File: config.mk
export PLATFORM = sky130hd
export DESIGN_NAME = mpu6050_read_sched
export DESIGN_NICKNAME = d
export VERILOG_FILES = /design/src/rtl/mpu6050_read_sched.sv
export SDC_FILE = /design/constraint.sdc
export NUM_CORES = 1
export LEC_CHECK = 0
export CAP_MARGIN = 10
export CORE_MARGIN = 2
export CORE_UTILIZATION = 55
export DETAILED_ROUTE_END_ITERATION = 10
export GPL_ROUTABILITY_DRIVEN = 0
export PLACE_DENSITY_LB_ADDON = 0.15
export SLEW_MARGIN = 15
export SYNTH_ARGS = -nofsm -noshare
export SYNTH_HDL_FRONTEND = slang
export SYNTH_SLANG_ARGS = --single-unit
File: constraint.sdc
create_clock -name clk -period 15.1 [get_ports clk]
set_clock_uncertainty 0.05 [all_clocks]
set_input_delay 4.53 -clock clk [delete_from_list [all_inputs] [get_ports clk]]
set_output_delay 4.53 -clock clk [all_outputs]
set_load 0.05 [all_outputs]
File: src/rtl/mpu6050_read_sched.sv
// Reads MPU6050 registers BASE_ADDR..BASE_ADDR+13 through a shared I2C byte-read master on each accepted tick,
// then publishes seven 16-bit words together. Also counts dropped ticks and aborted frames.
module mpu6050_read_sched #(
  parameter logic [7:0] BASE_ADDR   = 8'h3B,
  parameter int         TIMEOUT_CYC = 50000,
  parameter int         CNT_W       = 8
) (
  input  logic             clk,
  input  logic             rst,
  input  logic             init_done,
  input  logic             tick,
  output logic             rd_req,
  output logic [7:0]       rd_addr,
  input  logic             rd_ack,
  input  logic             rd_done,
  input  logic [7:0]       rd_data,
  input  logic             rd_err,
  output logic             busy,
  output logic [15:0]      ax,
  output logic [15:0]      ay,
  output logic [15:0]      az,
  output logic [15:0]      temp,
  output logic [15:0]      gx,
  output logic [15:0]      gy,
  output logic [15:0]      gz,
  output logic             sample_valid,
  output logic [CNT_W-1:0] overrun_cnt,
  output logic [CNT_W-1:0] err_cnt
);

  localparam int            TW     = $clog2(TIMEOUT_CYC);
  localparam logic [TW-1:0] T_LAST = TW'(TIMEOUT_CYC - 1);

  typedef enum logic [1:0] {IDLE, REQ, WAIT} state_t;

  state_t        state, state_nxt;
  logic [3:0]    idx, idx_nxt;
  logic [TW-1:0] timer, timer_nxt;
  logic [7:0]    shadow [14];
  logic          shadow_we, publish, abort, overrun;

  always_comb begin
    state_nxt = state;
    idx_nxt   = idx;
    timer_nxt = timer;
    shadow_we = 1'b0;
    publish   = 1'b0;
    abort     = 1'b0;
    overrun   = tick && (state != IDLE);
    case (state)
      IDLE: begin
        if (tick && init_done) begin
          state_nxt = REQ;
          idx_nxt   = 4'd0;
          timer_nxt = '0;
        end
      end
      REQ: begin
        timer_nxt = timer + 1'b1;
        if (!init_done)           state_nxt = IDLE;
        else if (timer == T_LAST) abort     = 1'b1;
        else if (rd_ack)          state_nxt = WAIT;
      end
      WAIT: begin
        timer_nxt = timer + 1'b1;
        if (!init_done) begin
          state_nxt = IDLE;
        end else if (rd_done && !rd_err) begin
          // A good byte on the expiry cycle still wins over the timeout.
          shadow_we = 1'b1;
          if (idx == 4'd13) begin
            publish   = 1'b1;
            state_nxt = IDLE;
          end else begin
            idx_nxt   = idx + 4'd1;
            timer_nxt = '0;
            state_nxt = REQ;
          end
        end else if (rd_done || timer == T_LAST) begin
          abort = 1'b1;
        end
      end
      default: state_nxt = IDLE;
    endcase
    if (abort) state_nxt = IDLE;
  end

  always_ff @(posedge clk or posedge rst) begin
    if (rst) begin
      state <= IDLE;
      idx   <= 4'd0;
      timer <= '0;
    end else begin
      state <= state_nxt;
      idx   <= idx_nxt;
      timer <= timer_nxt;
    end
  end

  always_ff @(posedge clk or posedge rst) begin
    if (rst) begin
      rd_req       <= 1'b0;
      rd_addr      <= 8'h00;
      busy         <= 1'b0;
      sample_valid <= 1'b0;
      overrun_cnt  <= '0;
      err_cnt      <= '0;
      ax           <= 16'h0;
      ay           <= 16'h0;
      az           <= 16'h0;
      temp         <= 16'h0;
      gx           <= 16'h0;
      gy           <= 16'h0;
      gz           <= 16'h0;
      for (int i = 0; i < 14; i++) shadow[i] <= 8'h00;
    end else begin
      rd_req       <= (state_nxt == REQ);
      rd_addr      <= BASE_ADDR + {4'd0, idx_nxt};
      busy         <= (state_nxt != IDLE);
      sample_valid <= publish;
      if (overrun && overrun_cnt != '1) overrun_cnt <= overrun_cnt + 1'b1;
      if (abort && err_cnt != '1)       err_cnt     <= err_cnt + 1'b1;
      if (shadow_we) shadow[idx] <= rd_data;
      // The final byte is taken straight from rd_data so all seven words update together.
      if (publish) begin
        ax   <= {shadow[0],  shadow[1]};
        ay   <= {shadow[2],  shadow[3]};
        az   <= {shadow[4],  shadow[5]};
        temp <= {shadow[6],  shadow[7]};
        gx   <= {shadow[8],  shadow[9]};
        gy   <= {shadow[10], shadow[11]};
        gz   <= {shadow[12], rd_data};
      end
    end
  end

endmodule

==> Word level (Yosys, flattened, before mapping) <==
Cells that the tools add are included.
{ "word_totals": {"rom_bits": 0, "in_bits": 15, "out_inout_bits": 139, "regBits": 272, "latchBits": 0, "memories": 0, "ramBits": 0, "wordCells": 94} }
{ "op_classes": {"n_lt_le_gt_ge": 2, "n_shift": 0, "eq_ne": 8, "bitwise_logic": 1, "n_mul": 0, "n_div": 0, "muxes": 35, "addsub": 5, "n_reduce_logical": 13} }
{ "op_table": {"columns": ["op", "count"], "rows": [
  ["$bwmux 112", 1],
  ["$mux 16", 4],
  ["$pmux 16 s3", 1],
  ["$demux 8 s4", 1],
  ["$add 16x1->16 const B", 1],
  ["$add 8x1->8 const B", 2],
  ["$eq 16x16->1 const B", 1],
  ["$mux 4", 4],
  ["$ne 8x8->1 const B", 2],
  ["$mux 2", 7],
  ["$mux 1", 13],
  ["$mux 8", 1],
  ["$pmux 4 s2", 1],
  ["$add 6x4->7 const A", 1],
  ["$logic_and 1x1->1", 6],
  ["$pmux 2 s3", 1],
  ["$ge 5x5->1 const B", 1],
  ["$lt 5x1->1 const B", 1],
  ["$not 4->5", 1],
  ["$add 4x1->4 const B", 1],
  ["$eq 2x1->1 const B", 2],
  ["$eq 4x4->1 const B", 1],
  ["$reduce_bool 2->1", 2],
  ["$reduce_bool 3->1", 1],
  ["other kinds (7)", 7]
]} }

==> Longest topological paths before layout <==
{ "logic_depth": {"depth_word": 8, "depth_mapped": 10, "mapped_depth_nobuf": 10} }

==> Worst setup path after synthesis <==
No wires, ideal clock.
{ "synth_timing": {"path_type": "in2reg", "start": "in init_done", "end": "reg ax[15]", "path_slack_ns": 9.083, "arrival_time_ns": 5.842, "t_required_ns": 14.925, "path_stages": 8, "setup_ns": 0.125, "path_buffers": 4, "path_cell_list": "and4b_1 -> buf_4 -> and2_1 -> buf_2 -> nand3_2 -> buf_6 -> buf_6 -> mux2_4"} }
{ "synth_via": {"elab_chain_len": 2} }
{ "synth_rtl": {"columns": ["item", "line_no", "text"], "rows": [
  ["from (decl)", "10", "input logic init_done,"],
  ["$mux 1", "66", "if (!init_done) begin"],
  ["$mux 1", "50", "case (state)"],
  ["to (signal assigned)", "126", "ax <= {shadow[0], shadow[1]};"],
  ["to (decl)", "19", "output logic [15:0] ax,"]
]} }
Every way passes these cells.
A chain may end at the register's enable or synchronous reset.

==> Worst setup path in the final report <==
{ "layout_timing": {"start": "in init_done", "end": "reg gy[2]"} }
{ "layout_via": {"elab_chain_len": 2} }
{ "layout_rtl": {"columns": ["item", "line_no", "text"], "rows": [
  ["$mux 1", "66", null],
  ["$mux 1", "50", null],
  ["to (signal assigned)", "131", "gy <= {shadow[10], shadow[11]};"],
  ["to (decl)", "24", "output logic [15:0] gy,"]
]} }
Every way passes these cells.

==> metrics <==
status complete, no violations; Reg with most FFs shadow; HP Class reg -> reg; endpoints failing setup 0; maxcap violations 0; vias in the first global route 6542; worst-path fanout max 66; htree depth 1; Area Growth Syn to Fin 24.5%; fin nets 909; Die ar. 20900 sq um; first drt pass iteration count 4; CTS Buf Count 27; final hold viol count 0; Slew @ Worst Pin 1.19 ns; share of cells above drive strength 1 30.0%; via count 6326; WL/cell 19.4 um; drt total wl 22600 um; gr ovfl total 0; final period utilization 48.7%; synthesized netlist net count 753; fin. max-slew vios 0; Pwr Total 1.72 mW; num ports 154; fin cells 1165; drt first-iter violations 371; GRT Util Overall 22.3%; hold path startpoint shadow[43]; initial antenna violation count 0; Post-CTS Hold Buffers 0; Port Buffer Count 152; clock latency on the worst-skew pair 0.52 ns; CTS tree built; register area share after synthesis 60.7%; Netlist cell types 51; CP Cell Sequence clkdlybuf4s50_1 > and4b_1 > and2_1 > nand3_4 > buf_4 > mux2_4; CP endpoint kind flop; crit path DAT 7.70 ns; Avg Cell Area, Syn 15.0 sq um; hold path cells 1; RSZ-0062 raised after global routing no; Die X-Extent 145 um; Syn Std Cell Area 10900 sq um; Worst slew margin 20.8%; Main synth FF type dfrtp_1; die height 145 um; Seq cells post-synth 264; Post-CTS Setup Inserts 0; max reg flops 104; Initial Util 55.9%; pre-CTS WS 7.20 ns; CP max stage cell buf_4; cell count after synthesis 725; worst hold endpoint gx[11]; EDFF count, synth 0; post-DP HPWL 15300 um; R2R depth 7; root buffer cell clkbuf_16; RR Endpoint gy[2]; Worst Path Required 15.45 ns; power density over the cells 127 nW/um^2; FMAX 136 MHz; area of the core 19500 sq um; crit path launch type input pin; Clock Tree Buf Depth 3; Yosys Warn Count 0; ANT cells 0; Max IR drop VDD 0.143 mV; ys async rst share 100%; max incr delay on CP 0.99 ns; Final WS setup 7.75 ns; Sink Count 264; Reg2Reg Setup Slack 11.45 ns; Via density 5.43; Antenna Nets Post-Route 0; critical path class in -> reg; RR Startpoint state[0]; largest net degree at the start of global routing 126; Min Clock Period, post-route 7.35 ns; first-pass GRT wire length 36100 um; Pleak 6.78 nW; Clock transition at path regs 0.06 ns; Fin Setup TNS 0 ns; post-cts resize count 0; dpl cells 1117; DRC viols 0; Fin Hold WS 0.449 ns; Placement Rows 51
-- how the worst max path moves through the flow --
stage                     startpoint     end  slack [ns]  depth (start not counted)
after floorplan                  rst   ax[0]        3.25                          1
after detailed placement   init_done  ay[11]        7.20                          6
after global routing       init_done  ay[11]        7.58                          6
after CTS                  init_done  ay[11]        7.74                          6
after global placement     init_done  ay[12]        7.31                          6
final                      init_done   gy[2]        7.75                          6
-- cell type report --
class / count / area (sq um)
Tap cell: 265 / 332
Timing Repair Buffer: 155 / 1540
Sequential cell: 264 / 6610
Clock buffer: 39 / 791
Clock inverter: 9 / 174
Inverter: 17 / 71.3
Multi-Input combinational cell: 416 / 4040
Fill cell: 1312 / 5910
-- Yosys cell counts (all sizes together) (4+ instances only) --
cell type	number	area, sq um
nand2	27	101
mux2	219	2770
dfrtp	264	6610
xor2	9	78.8
a21oi	10	50.1
and2	4	25.0
nand2b	4	25.0
nand3	29	150
o21ai	9	45.0
inv	17	63.8
nor2	19	71.3
ha	13	163
clkbuf	12	45.0
nor2b	4	25.0
nand4	7	43.8
xnor2	14	123
and3	9	56.3
buf	16	141
-- critical path, delay by kind of cell --
family                 cells  cell delay, ns
buffers and inverters      2            1.52
AND/OR/NAND/NOR            3            1.19
multiplexers               1            0.36
-- report_power, final --
part	switching, mW	internal [mW]	leakage [nW]	total (mW)
sequential	0.0320	0.745	3.64	0.777
combinational	0.149	0.0834	2.67	0.233
clock	0.264	0.447	0.476	0.711
-- cells by family (layout without fill, tap and decap cells) --
| kind of cell | count (synthesis) | in the layout | synth area share, % |
|---|---|---|---|
| flops | 264 | 264 | 60.7 |
| compound gates | 41 | 41 | 2.51 |
| fa+ha+maj | 13 | 13 | 1.49 |
| xor+xnor | 23 | 23 | 1.85 |
| mux | 220 | 220 | 25.5 |
| buf+inv | 45 | 220 | 2.30 |
| simple gates | 118 | 118 | 5.61 |
| other cells | 1 | 1 | 0.0345 |
-- layout by cell type (no fill, tap or decap), types with 10 or more instances in the layout --
cell type and instances:
nor2_1 19, clkdlybuf4s50_1 152, clkbuf_16 27, nand3_1 28, xnor2_1 14, inv_1 16, mux2_4 80, nand2_1 27
a21oi_1 10, mux2_2 139, dfrtp_1 264, ha_1 13
-- routing by layer --
metal / wire length, um / track usage (%)
met1: 9970 / 31.3
met2: 11300 / 36.8
met3: 1090 / 3.78
met4: 311 / 5.26
met5: 0 / 0
-- stage by stage --
stage | instance area [sq um] | util [%]
finish | 13600 | 69.6
global route | 13600 | 69.6
CTS | 13600 | 69.6
detailed placement | 12600 | 64.7
global placement | 12600 | 64.7
floorplan | 10900 | -
Power figures use the tool's default switching activity.
==> RTL change (config.mk and constraints unchanged) <==
Take the reset off `rd_addr` and load it in a clocked block of its own.
--- a/src/rtl/mpu6050_read_sched.sv
+++ b/src/rtl/mpu6050_read_sched.sv
@@ -102,3 +102,2 @@
       rd_req       <= 1'b0;
-      rd_addr      <= 8'h00;
       busy         <= 1'b0;
@@ -117,3 +116,2 @@
       rd_req       <= (state_nxt == REQ);
-      rd_addr      <= BASE_ADDR + {4'd0, idx_nxt};
       busy         <= (state_nxt != IDLE);
@@ -136,2 +134,6 @@
 
+  always_ff @(posedge clk) begin
+    rd_addr <= BASE_ADDR + {4'd0, idx_nxt};
+  end
+
 endmodule
Formal check against the unedited RTL: not equivalent (a bounded check fails within 4 cycles, from zero or initial values and one cycle with rst high).
==> RTL change against the unedited design <==
Sequential power is 0.8% lower. Hold slack lost 8.2 ps. Area after synthesis is 2.6% lower. Routed wire length is 1.1% lower. Utilization grew 0.45 points. Final area shrank 2.6%. Clock power is 9.7% lower. Sequential cell count stayed put. Worst setup slack lost 42 ps. Total power fell by 4.5%. Final cell count shrank 1.7%.
==> RTL change: results (changes against the unedited design) <==
drt:
  routedWlPerCell_um: 19.6  # +0.66%
  dr_total_vias: 6272  # -0.85%
  met1_length_um: 9740  # -2.3%
  met3_wirelength_um: 1060  # -3.5%
  wl_um: 22400  # -1.1%
  drt_iter0_drc: 262  # -29%
synth:
  syn_nets: 744  # -1.2%
  ys_seq_area_frac: 0.620  # +0.0127
  synthTopCellsByArea: "dfrtp_1 61%, mux2_2 23%, ha_1 1.5%"
  synth.area.mux_share: 0.232  # -0.0226
  synthArstFlopShare: 0.973  # -0.0265
  synthCells: 716  # -1.2%
  synth_xor_area_frac: 0.0223  # +0.00379
  ys_types: 54  # +5.9%
layout:
  num-nets-final: 898  # -1.2%
  buffer_area_frac: 0.119  # +0.00458
  signal_buffers: 156  # +0.65%
  clk_share: 0.0653  # -0.00586
  multi_input_gates: 409  # -1.7%
  nClkBuffers: 38  # -2.6%
  nNonClkInverters: 13  # -4
  nFillCells: 1221  # -6.9%
  regArea_mm2: 0.00657  # -0.53%
setup_path:
  crit_fanout: 72  # +9.1%
  worstPathArrival_ps: 7720  # +20 ps
  rr_endpoint: "gz[6]"
  slowest_delay_ps: 740  # -250 ps
  reg2reg_slack_ps: 11420  # -30 ps
global_route:
  grt_pass1_vias: 6638  # +1.5%
  grtUsageMet3: 0.0379  # +0.0000526
  use_met2: 0.380  # +0.0116
  grtUsageTotal: 0.224  # +0.00171
  grt_pass1_wl_um: 35700  # -1.0%
  gr-usage-met1: 0.302  # -0.0114
  grt_max_degree: 118  # -6.3%
clock_tree:
  cts_buffers: 26  # -3.7%
sta:
  slew_headroom: 0.349  # +0.141
  whs_ps: 441  # -8.16 ps
min_path:
  hold_end: "overrun_cnt[6]"
  hp-start: "overrun_cnt[6]"
placement:
  dp_hpwl_um: 14800  # -3.0%
  post-place-ws_ps: 6910  # -284 ps
  placed_cell_area_mm2: 0.0123  # -2.2%
outcome:
  status: "finished clean"
power:
  ir_drop_uv: 114  # -20%
die:
  core_area_mm2: 0.0188  # -3.2%
==> RTL change: cell types whose count changed after synthesis, moves of 8 or more <==
cell and change:
buf_4 +11, buf_6 -9, mux2_2 +74, mux2_4 -80, nand2_1 -15, nand2_2 +8
nand3_1 -14
==> RTL change: power groups by stage <==
stage | clock network, µW | registers (µW) | logic (µW)
after global placement | 0 | 779 | 218
final | 642 | 771 | 230
after floorplan | 0 | 824 | 115
after detailed placement | 0 | 782 | 229
after global routing | 683 | 775 | 249
after CTS | 654 | 770 | 231
==> RTL change: worst max-delay path by stage <==
| stage | endpoint | slack (ps) | cells past startpoint |
|---|---|---|---|
| global route | ax[14] | 7550 | 6 |
| floorplan | ax[0] | 3450 | 1 |
| CTS | gz[6] | 7410 | 5 |
| finish | gz[6] | 7710 | 6 |
| global placement | ay[9] | 7020 | 5 |
| detailed placement | gz[6] | 6910 | 5 |
